File: config.mk
export PLATFORM = sky130hd
export DESIGN_NAME = branch_resolver_flat
export DESIGN_NICKNAME = d
export VERILOG_FILES = /design/src/rtl/branch_resolver_pkg.sv /design/src/rtl/branch_resolver_if.sv /design/src/rtl/branch_resolver_pred_fifo.sv /design/src/rtl/branch_resolver.sv /design/src/flat_wrapper.sv
export SDC_FILE = /design/constraint.sdc
export NUM_CORES = 1
export LEC_CHECK = 0
export BUFFER_PORTS_ARGS = -buffer_cell sky130_fd_sc_hd__buf_2
export CORE_UTILIZATION = 45
export DETAILED_ROUTE_END_ITERATION = 7
export GPL_TIMING_DRIVEN = 0
export PLACE_DENSITY = 0.66
export RECOVER_POWER = 100
export SETUP_SLACK_MARGIN = 0.4
export SLEW_MARGIN = 30
export SYNTH_ARGS = -nofsm -noshare
export SYNTH_HDL_FRONTEND = slang
export SYNTH_SLANG_ARGS = --single-unit
File: constraint.sdc
create_clock -name clk -period 16.4 [get_ports clk]
set_input_delay 0.82 -clock clk [delete_from_list [all_inputs] [get_ports clk]]
set_output_delay 0.82 -clock clk [all_outputs]
set_load 0.02 [all_outputs]
File: src/rtl/branch_resolver_pkg.sv
// Shared constants for the fetch/execute PC-correction path.
// Holds the PC width and the resolver FSM encodings.
package branch_resolver_pkg;

    localparam int unsigned WORD_SIZE = 16;

    typedef enum logic {
        BR_NORMAL  = 1'b0,
        BR_RECOVER = 1'b1
    } br_state_e;

endpackage

File: src/rtl/branch_resolver_if.sv
// Prediction push, EX resolution and correction/statistics signals between the
// pipeline (master) and the branch resolver (slave).
interface branch_resolver_if #(
    parameter int unsigned WORD_SIZE = branch_resolver_pkg::WORD_SIZE,
    parameter int unsigned CNT_W     = 16
);

    logic                 push_valid;
    logic [WORD_SIZE-1:0] push_pc;
    logic [WORD_SIZE-1:0] push_pred;
    logic                 push_ready;
    logic                 ex_valid;
    logic [WORD_SIZE-1:0] ex_pc;
    logic [WORD_SIZE-1:0] ex_next;
    logic                 force_pc;
    logic [WORD_SIZE-1:0] force_pc_data;
    logic [WORD_SIZE-1:0] ex_pc_out;
    logic [CNT_W-1:0]     mispredict_count;
    logic [CNT_W-1:0]     resolve_count;
    logic                 underflow;

    modport master (
        output push_valid, push_pc, push_pred, ex_valid, ex_pc, ex_next,
        input  push_ready, force_pc, force_pc_data, ex_pc_out,
               mispredict_count, resolve_count, underflow
    );

    modport slave (
        input  push_valid, push_pc, push_pred, ex_valid, ex_pc, ex_next,
        output push_ready, force_pc, force_pc_data, ex_pc_out,
               mispredict_count, resolve_count, underflow
    );

endinterface

File: src/rtl/branch_resolver_pred_fifo.sv
// In-order queue of {fetched pc, predicted next pc} with push, pop and a
// whole-queue clear that overrides both.
module branch_resolver_pred_fifo
    import branch_resolver_pkg::*;
#(
    parameter  int unsigned DATA_W   = WORD_SIZE,
    parameter  int unsigned DEPTH    = 4,
    localparam int unsigned PTR_W    = $clog2(DEPTH),
    localparam int unsigned CNT_BITS = $clog2(DEPTH + 1)
) (
    input  logic                clk,
    input  logic                reset,
    input  logic                i_push,
    input  logic [DATA_W-1:0]   i_pc,
    input  logic [DATA_W-1:0]   i_pred,
    input  logic                i_pop,
    input  logic                i_clear,
    output logic [DATA_W-1:0]   o_head_pc,
    output logic [DATA_W-1:0]   o_head_pred,
    output logic [CNT_BITS-1:0] o_count,
    output logic                o_full,
    output logic                o_empty
);

    logic [DATA_W-1:0]   r_mem_pc   [DEPTH];
    logic [DATA_W-1:0]   r_mem_pred [DEPTH];
    logic [PTR_W-1:0]    r_wr_ptr;
    logic [PTR_W-1:0]    r_rd_ptr;
    logic [CNT_BITS-1:0] r_count;
    logic                w_do_push;
    logic                w_do_pop;

    always_comb begin
        o_full      = (r_count == CNT_BITS'(DEPTH));
        o_empty     = (r_count == '0);
        w_do_pop    = i_pop && !o_empty;
        // A push into a full queue is legal only when the head leaves in the same cycle.
        w_do_push   = i_push && (!o_full || w_do_pop);
        o_count     = r_count;
        o_head_pc   = r_mem_pc[r_rd_ptr];
        o_head_pred = r_mem_pred[r_rd_ptr];
    end

    always_ff @(posedge clk or posedge reset) begin
        if (reset) begin
            r_wr_ptr <= '0;
            r_rd_ptr <= '0;
            r_count  <= '0;
        end else if (i_clear) begin
            r_wr_ptr <= '0;
            r_rd_ptr <= '0;
            r_count  <= '0;
        end else begin
            if (w_do_push) r_wr_ptr <= r_wr_ptr + PTR_W'(1);
            if (w_do_pop)  r_rd_ptr <= r_rd_ptr + PTR_W'(1);
            case ({w_do_push, w_do_pop})
                2'b10:   r_count <= r_count + CNT_BITS'(1);
                2'b01:   r_count <= r_count - CNT_BITS'(1);
                default: r_count <= r_count;
            endcase
        end
    end

    always_ff @(posedge clk) begin
        if (w_do_push && !i_clear) begin
            r_mem_pc[r_wr_ptr]   <= i_pc;
            r_mem_pred[r_wr_ptr] <= i_pred;
        end
    end

endmodule

File: src/rtl/branch_resolver.sv
// Execute-stage resolver: checks each buffered fetch prediction against the resolved
// next PC, pulses a registered correction on mismatch and keeps saturating statistics.
module branch_resolver
    import branch_resolver_pkg::*;
#(
    parameter int unsigned WORD_SIZE = branch_resolver_pkg::WORD_SIZE,
    parameter int unsigned DEPTH     = 4,
    parameter int unsigned CNT_W     = 16
) (
    input  logic            clk,
    input  logic            reset,
    branch_resolver_if.slave bus
);

    localparam int unsigned CNT_BITS = $clog2(DEPTH + 1);

    br_state_e            r_state;
    br_state_e            w_state_next;
    logic                 w_pop_now;
    logic                 w_mismatch;
    logic                 w_push;
    logic                 w_push_ready;
    logic                 w_full;
    logic                 w_empty;
    logic [CNT_BITS-1:0]  w_count;
    logic [WORD_SIZE-1:0] w_head_pc;
    logic [WORD_SIZE-1:0] w_head_pred;

    logic                 r_force_pc;
    logic [WORD_SIZE-1:0] r_force_pc_data;
    logic [WORD_SIZE-1:0] r_ex_pc_out;
    logic [CNT_W-1:0]     r_mispredict_count;
    logic [CNT_W-1:0]     r_resolve_count;
    logic                 r_underflow;

    branch_resolver_pred_fifo #(
        .DATA_W (WORD_SIZE),
        .DEPTH  (DEPTH)
    ) u_fifo (
        .clk         (clk),
        .reset       (reset),
        .i_push      (w_push),
        .i_pc        (bus.push_pc),
        .i_pred      (bus.push_pred),
        .i_pop       (w_pop_now),
        .i_clear     (w_mismatch),
        .o_head_pc   (w_head_pc),
        .o_head_pred (w_head_pred),
        .o_count     (w_count),
        .o_full      (w_full),
        .o_empty     (w_empty)
    );

    always_comb begin
        w_pop_now    = (r_state == BR_NORMAL) && bus.ex_valid && !w_empty;
        w_mismatch   = w_pop_now &&
                       ((w_head_pred != bus.ex_next) || (w_head_pc != bus.ex_pc));
        w_push_ready = (r_state == BR_NORMAL) && (!w_full || w_pop_now);
        // The flush on a mismatch also drops whatever IF offers in that cycle.
        w_push       = bus.push_valid && w_push_ready && !w_mismatch;
        w_state_next = r_state;
        case (r_state)
            BR_NORMAL:  if (w_mismatch) w_state_next = BR_RECOVER;
            BR_RECOVER: w_state_next = BR_NORMAL;
        endcase
    end

    always_ff @(posedge clk or posedge reset) begin
        if (reset) begin
            r_state <= BR_NORMAL;
        end else begin
            r_state <= w_state_next;
        end
    end

    always_ff @(posedge clk or posedge reset) begin
        if (reset) begin
            r_force_pc         <= 1'b0;
            r_force_pc_data    <= '0;
            r_ex_pc_out        <= '0;
            r_mispredict_count <= '0;
            r_resolve_count    <= '0;
            r_underflow        <= 1'b0;
        end else begin
            r_force_pc <= w_mismatch;
            if (w_mismatch) begin
                r_force_pc_data <= bus.ex_next;
                r_ex_pc_out     <= bus.ex_pc;
            end
            if (w_pop_now && (r_resolve_count != '1)) begin
                r_resolve_count <= r_resolve_count + CNT_W'(1);
            end
            if (w_mismatch && (r_mispredict_count != '1)) begin
                r_mispredict_count <= r_mispredict_count + CNT_W'(1);
            end
            if ((r_state == BR_NORMAL) && bus.ex_valid && (w_count == '0)) begin
                r_underflow <= 1'b1;
            end
        end
    end

    assign bus.push_ready       = w_push_ready;
    assign bus.force_pc         = r_force_pc;
    assign bus.force_pc_data    = r_force_pc_data;
    assign bus.ex_pc_out        = r_ex_pc_out;
    assign bus.mispredict_count = r_mispredict_count;
    assign bus.resolve_count    = r_resolve_count;
    assign bus.underflow        = r_underflow;

endmodule
File: src/flat_wrapper.sv
// flat-port wrapper written by rule: the top's interface ports become plain ports
module branch_resolver_flat import branch_resolver_pkg::*;
#(
    parameter int unsigned WORD_SIZE = branch_resolver_pkg::WORD_SIZE,
    parameter int unsigned DEPTH     = 4,
    parameter int unsigned CNT_W     = 16
)
  (clk, reset, bus_push_valid, bus_push_pc, bus_push_pred, bus_ex_valid, bus_ex_pc, bus_ex_next, bus_push_ready, bus_force_pc, bus_force_pc_data, bus_ex_pc_out, bus_mispredict_count, bus_resolve_count, bus_underflow);
  branch_resolver_if #(.WORD_SIZE(WORD_SIZE), .CNT_W(CNT_W)) bus_i ();
  input  logic clk;
  input  logic reset;
  input wire logic [$bits(bus_i.push_valid)-1:0] bus_push_valid;
  input wire logic [$bits(bus_i.push_pc)-1:0] bus_push_pc;
  input wire logic [$bits(bus_i.push_pred)-1:0] bus_push_pred;
  input wire logic [$bits(bus_i.ex_valid)-1:0] bus_ex_valid;
  input wire logic [$bits(bus_i.ex_pc)-1:0] bus_ex_pc;
  input wire logic [$bits(bus_i.ex_next)-1:0] bus_ex_next;
  output wire logic [$bits(bus_i.push_ready)-1:0] bus_push_ready;
  output wire logic [$bits(bus_i.force_pc)-1:0] bus_force_pc;
  output wire logic [$bits(bus_i.force_pc_data)-1:0] bus_force_pc_data;
  output wire logic [$bits(bus_i.ex_pc_out)-1:0] bus_ex_pc_out;
  output wire logic [$bits(bus_i.mispredict_count)-1:0] bus_mispredict_count;
  output wire logic [$bits(bus_i.resolve_count)-1:0] bus_resolve_count;
  output wire logic [$bits(bus_i.underflow)-1:0] bus_underflow;
  assign bus_i.push_valid = bus_push_valid;
  assign bus_i.push_pc = bus_push_pc;
  assign bus_i.push_pred = bus_push_pred;
  assign bus_i.ex_valid = bus_ex_valid;
  assign bus_i.ex_pc = bus_ex_pc;
  assign bus_i.ex_next = bus_ex_next;
  assign bus_push_ready = bus_i.push_ready;
  assign bus_force_pc = bus_i.force_pc;
  assign bus_force_pc_data = bus_i.force_pc_data;
  assign bus_ex_pc_out = bus_i.ex_pc_out;
  assign bus_mispredict_count = bus_i.mispredict_count;
  assign bus_resolve_count = bus_i.resolve_count;
  assign bus_underflow = bus_i.underflow;
  branch_resolver #(.WORD_SIZE(WORD_SIZE), .DEPTH(DEPTH), .CNT_W(CNT_W)) u_core (.clk(clk), .reset(reset), .bus(bus_i));
endmodule
==> summary.txt <==
drt total wl -> 17600 um
die width -> 138 um
critical path class -> flip-flop to flip-flop
Hold Worst Slack -> 0.477 ns
vias in the first global route -> 4970
Layout area overhead -> 18.4%
wl on met1 -> 7170 um
Final min period -> 6.03 ns
hold_sp -> u_core.bus.underflow$_DFFE_PP0P_
Detailed Place HPWL -> 12600 um
YS warnings -> 0
EDFF count, synth -> 128
GP Congestion -> 0.812
setup bufs post-CTS -> 0
CTS Hold Bufs -> 0
die area -> 0.0190 mm^2
most frequent cells in the layout -> clkbuf_1 (138), edfxtp_1 (128), dfrtp_1 (74)
Top Layer Used -> met4
io pins -> 135
synthesized area per cell -> 17.5 um^2
Max-cap violations -> 2
crit path capture type -> flip-flop
area of the multi-input gates -> 0.00239 mm^2
r2r worst-path depth -> 13
final hold vios -> 0
initial antenna violation count -> 0
Reg area -> 0.00570 mm^2
First DRT Iteration DRCs -> 183
GR Overflow Total -> 0
hold depth -> 1
Worst Skew -> 0.0107 ns
mapped cell area -> 0.00830 mm^2
Core ar. -> 0.0180 mm^2
gr usage total -> 19.0%
drt wl/cell -> 19.6 um
first drt pass iteration count -> 4
layout cells sized above 1 -> 18.8%
failing checks -> capacitance limit, slew limit
Remaining DRCs -> 0
CP arrival -> 6.15 ns
commonest non-fill, non-tap cell in the layout -> clkbuf_1
hold worst-path end -> u_core.bus.underflow$_DFFE_PP0P_
R2R setup slack -> 10.37 ns
total CTS buffers -> 21
CP Max Fanout -> 10
DP Cell Count -> 858
synthesized net count -> 549
Power Dens Cells -> 159 mW/mm^2
filler instances -> 1560
Critical R2R Launch -> u_core.u_fifo.r_rd_ptr[1]$_DFFE_PP0P_
PortBufs -> 134
ys async rst share -> 36.6%
fin cells -> 895
ys flop type -> edfxtp_1
Die Span Y -> 138 um
Crit path required time -> 16.52 ns
Tightest Pin Transition -> 2.44 ns
r2r endpoint -> u_core.u_fifo.r_mem_pred[2][14]$_DFFE_PP_
status -> complete, but fails checks
setup TNS -> 0 ns
Worst-Skew Late Latency -> 0.49 ns
row count -> 49
sequential cell area fraction in the yosys report -> 68.6%
Final ANT Viol Nets -> 0
via-per-instance ratio -> 5.39
vias after detailed routing -> 4823
dpl ws -> 11.85 ns
Antenna Diode Count -> 0
CTS Sinks -> 202
root buf cell -> clkbuf_16
HP Class -> flip-flop to flip-flop
Initial Utilization -> 46.1%
Setup crit start kind -> flip-flop
final net count -> 727
Syn Inst Count -> 474
met2 WL -> 8850 um
Netlist cell types -> 39
fmax -> 166 MHz
# resized after CTS -> 0
TritonCTS clock tree -> built
Clock transition at path regs -> 0.06 ns
CTS Buffer Depth -> 3
unrepaired setup endpoints after global routing -> false
final setup violation count -> 0
largest net degree at the start of global routing -> 43
FF+latch count, synth -> 202
Routed met3 length -> 1250 um
number of H-tree levels -> 1
first-pass GRT wire length -> 26700 um
Max Slew Vio Count -> 43
slew margin rel. -> -62.3%
LEAKAGE -> 3.46 nW
peak supply drop -> 116 uV
Final period util -> 36.8%
final worst setup slack -> 10.37 ns
## final cells by class
cell class              instances  share of cell area [%]
plain buffers                  17                   0.891
well taps                     229                    2.92
multi-input cells             247                    24.3
flip-flops and latches        202                    58.0
inverters                       8                   0.318
clock inverters                 8                    1.24
repair buffers                155                    6.37
clock buffers                  29                    5.96
## flip-flops by register name (all words and copies together), names as in the netlist
signal                       cells
u_core.u_fifo.r_mem_pc          64
u_core.u_fifo.r_mem_pred        64
u_core.bus.ex_pc_out            16
u_core.bus.force_pc_data        16
u_core.bus.mispredict_count     16
u_core.bus.resolve_count        16
u_core.u_fifo.o_count            3
u_core.u_fifo.r_rd_ptr           2
u_core.u_fifo.r_wr_ptr           2
u_core.bus.force_pc              1
u_core.bus.underflow             1
u_core.r_state                   1
## worst max-delay path: stages, from the launching register on
cell and delay, ns:
dfrtp_1 0.33, clkbuf_1 0.28, clkbuf_1 0.56, mux4_2 0.45
xnor2_1 0.21, nand4_1 0.16, nor4_1 0.76, a21oi_2 0.12
clkbuf_1 0.41, clkbuf_1 0.34, nor3b_1 0.85, clkbuf_1 0.41
clkbuf_1 0.32, clkbuf_1 0.45
## synth_stat cells, drive strengths merged, types with 2 or more instances
| cell | count | area (um^2) |
|---|---|---|
| a21oi | 6 | 33.8 |
| o21ai | 4 | 20.0 |
| nor3 | 3 | 15.0 |
| nor2 | 12 | 45.0 |
| nor3b | 6 | 45.0 |
| and3 | 10 | 62.6 |
| nand2b | 2 | 12.5 |
| nor4 | 3 | 31.3 |
| xor2 | 4 | 35.0 |
| ha | 6 | 75.1 |
| a31oi | 2 | 12.5 |
| mux2 | 35 | 462 |
| dfrtp | 74 | 1850 |
| mux4 | 32 | 721 |
| nand4 | 22 | 138 |
| xnor2 | 58 | 508 |
| nand3 | 16 | 80.1 |
| nor2b | 2 | 12.5 |
| clkbuf | 7 | 26.3 |
| nand2 | 11 | 41.3 |
| inv | 8 | 30.0 |
| and2 | 2 | 12.5 |
| buf | 10 | 87.6 |
| edfxtp | 128 | 3840 |
## logic make-up (layout without fill, tap and decap cells)
family	after synthesis	in the layout	share of synthesized area (%)
fa+ha+maj	7	7	1.15
compound gates	18	18	1.39
flops	202	202	68.6
simple gates	92	92	6.22
mux	68	68	14.4
buf+inv	25	217	1.73
xor+xnor	62	62	6.54
## metrics by stage
stage / util [%] / cell area, um^2 / total power, mW
final: 54.5 / 9830 / 1.56
after global routing: 54.5 / 9830 / 1.64
after floorplan: - / 8300 / 0.990
after detailed placement: 52.5 / 9460 / 1.15
after CTS: 56.4 / 10200 / 1.64
after global placement: 51.4 / 9260 / 1.12
## power by group
part	internal, mW	leakage, nW	switching [mW]	total [mW]
registers	0.656	2.09	0.0560	0.712
logic	0.134	1.02	0.232	0.366
clock network	0.297	0.345	0.187	0.484
## how the worst max path moves through the flow
stage / startpoint / slack, ns / to / cells after the start
finish: u_core.u_fifo.r_rd_ptr[1]$_DFFE_PP0P_ / 10.37 / u_core.u_fifo.r_mem_pred[2][14]$_DFFE_PP_ / 13
global route: u_core.u_fifo.r_rd_ptr[1]$_DFFE_PP0P_ / 9.95 / u_core.u_fifo.r_mem_pred[2][14]$_DFFE_PP_ / 13
floorplan: u_core.u_fifo.r_rd_ptr[1]$_DFFE_PP0P_ / 11.23 / u_core.u_fifo.r_mem_pc[0][0]$_DFFE_PP_ / 10
global placement: u_core.u_fifo.r_rd_ptr[1]$_DFFE_PP0P_ / 8.32 / u_core.u_fifo.r_mem_pc[2][13]$_DFFE_PP_ / 10
detailed placement: u_core.u_fifo.r_rd_ptr[1]$_DFFE_PP0P_ / 11.85 / u_core.u_fifo.r_mem_pc[2][5]$_DFFE_PP_ / 13
CTS: u_core.u_fifo.r_rd_ptr[1]$_DFFE_PP0P_ / 11.81 / u_core.u_fifo.r_mem_pred[2][14]$_DFFE_PP_ / 13
## routing by layer
| metal | global-route usage (%) | vias to the layer above |
|---|---|---|
| met4 | 3.93 | 0 |
| met1 | 23.8 | 2467 |
| met5 | 0 | - |
| met3 | 4.49 | 28 |
| li1 | - | 2164 |
| met2 | 33.4 | 164 |
Note: power is estimated with default switching activity, not from simulation.
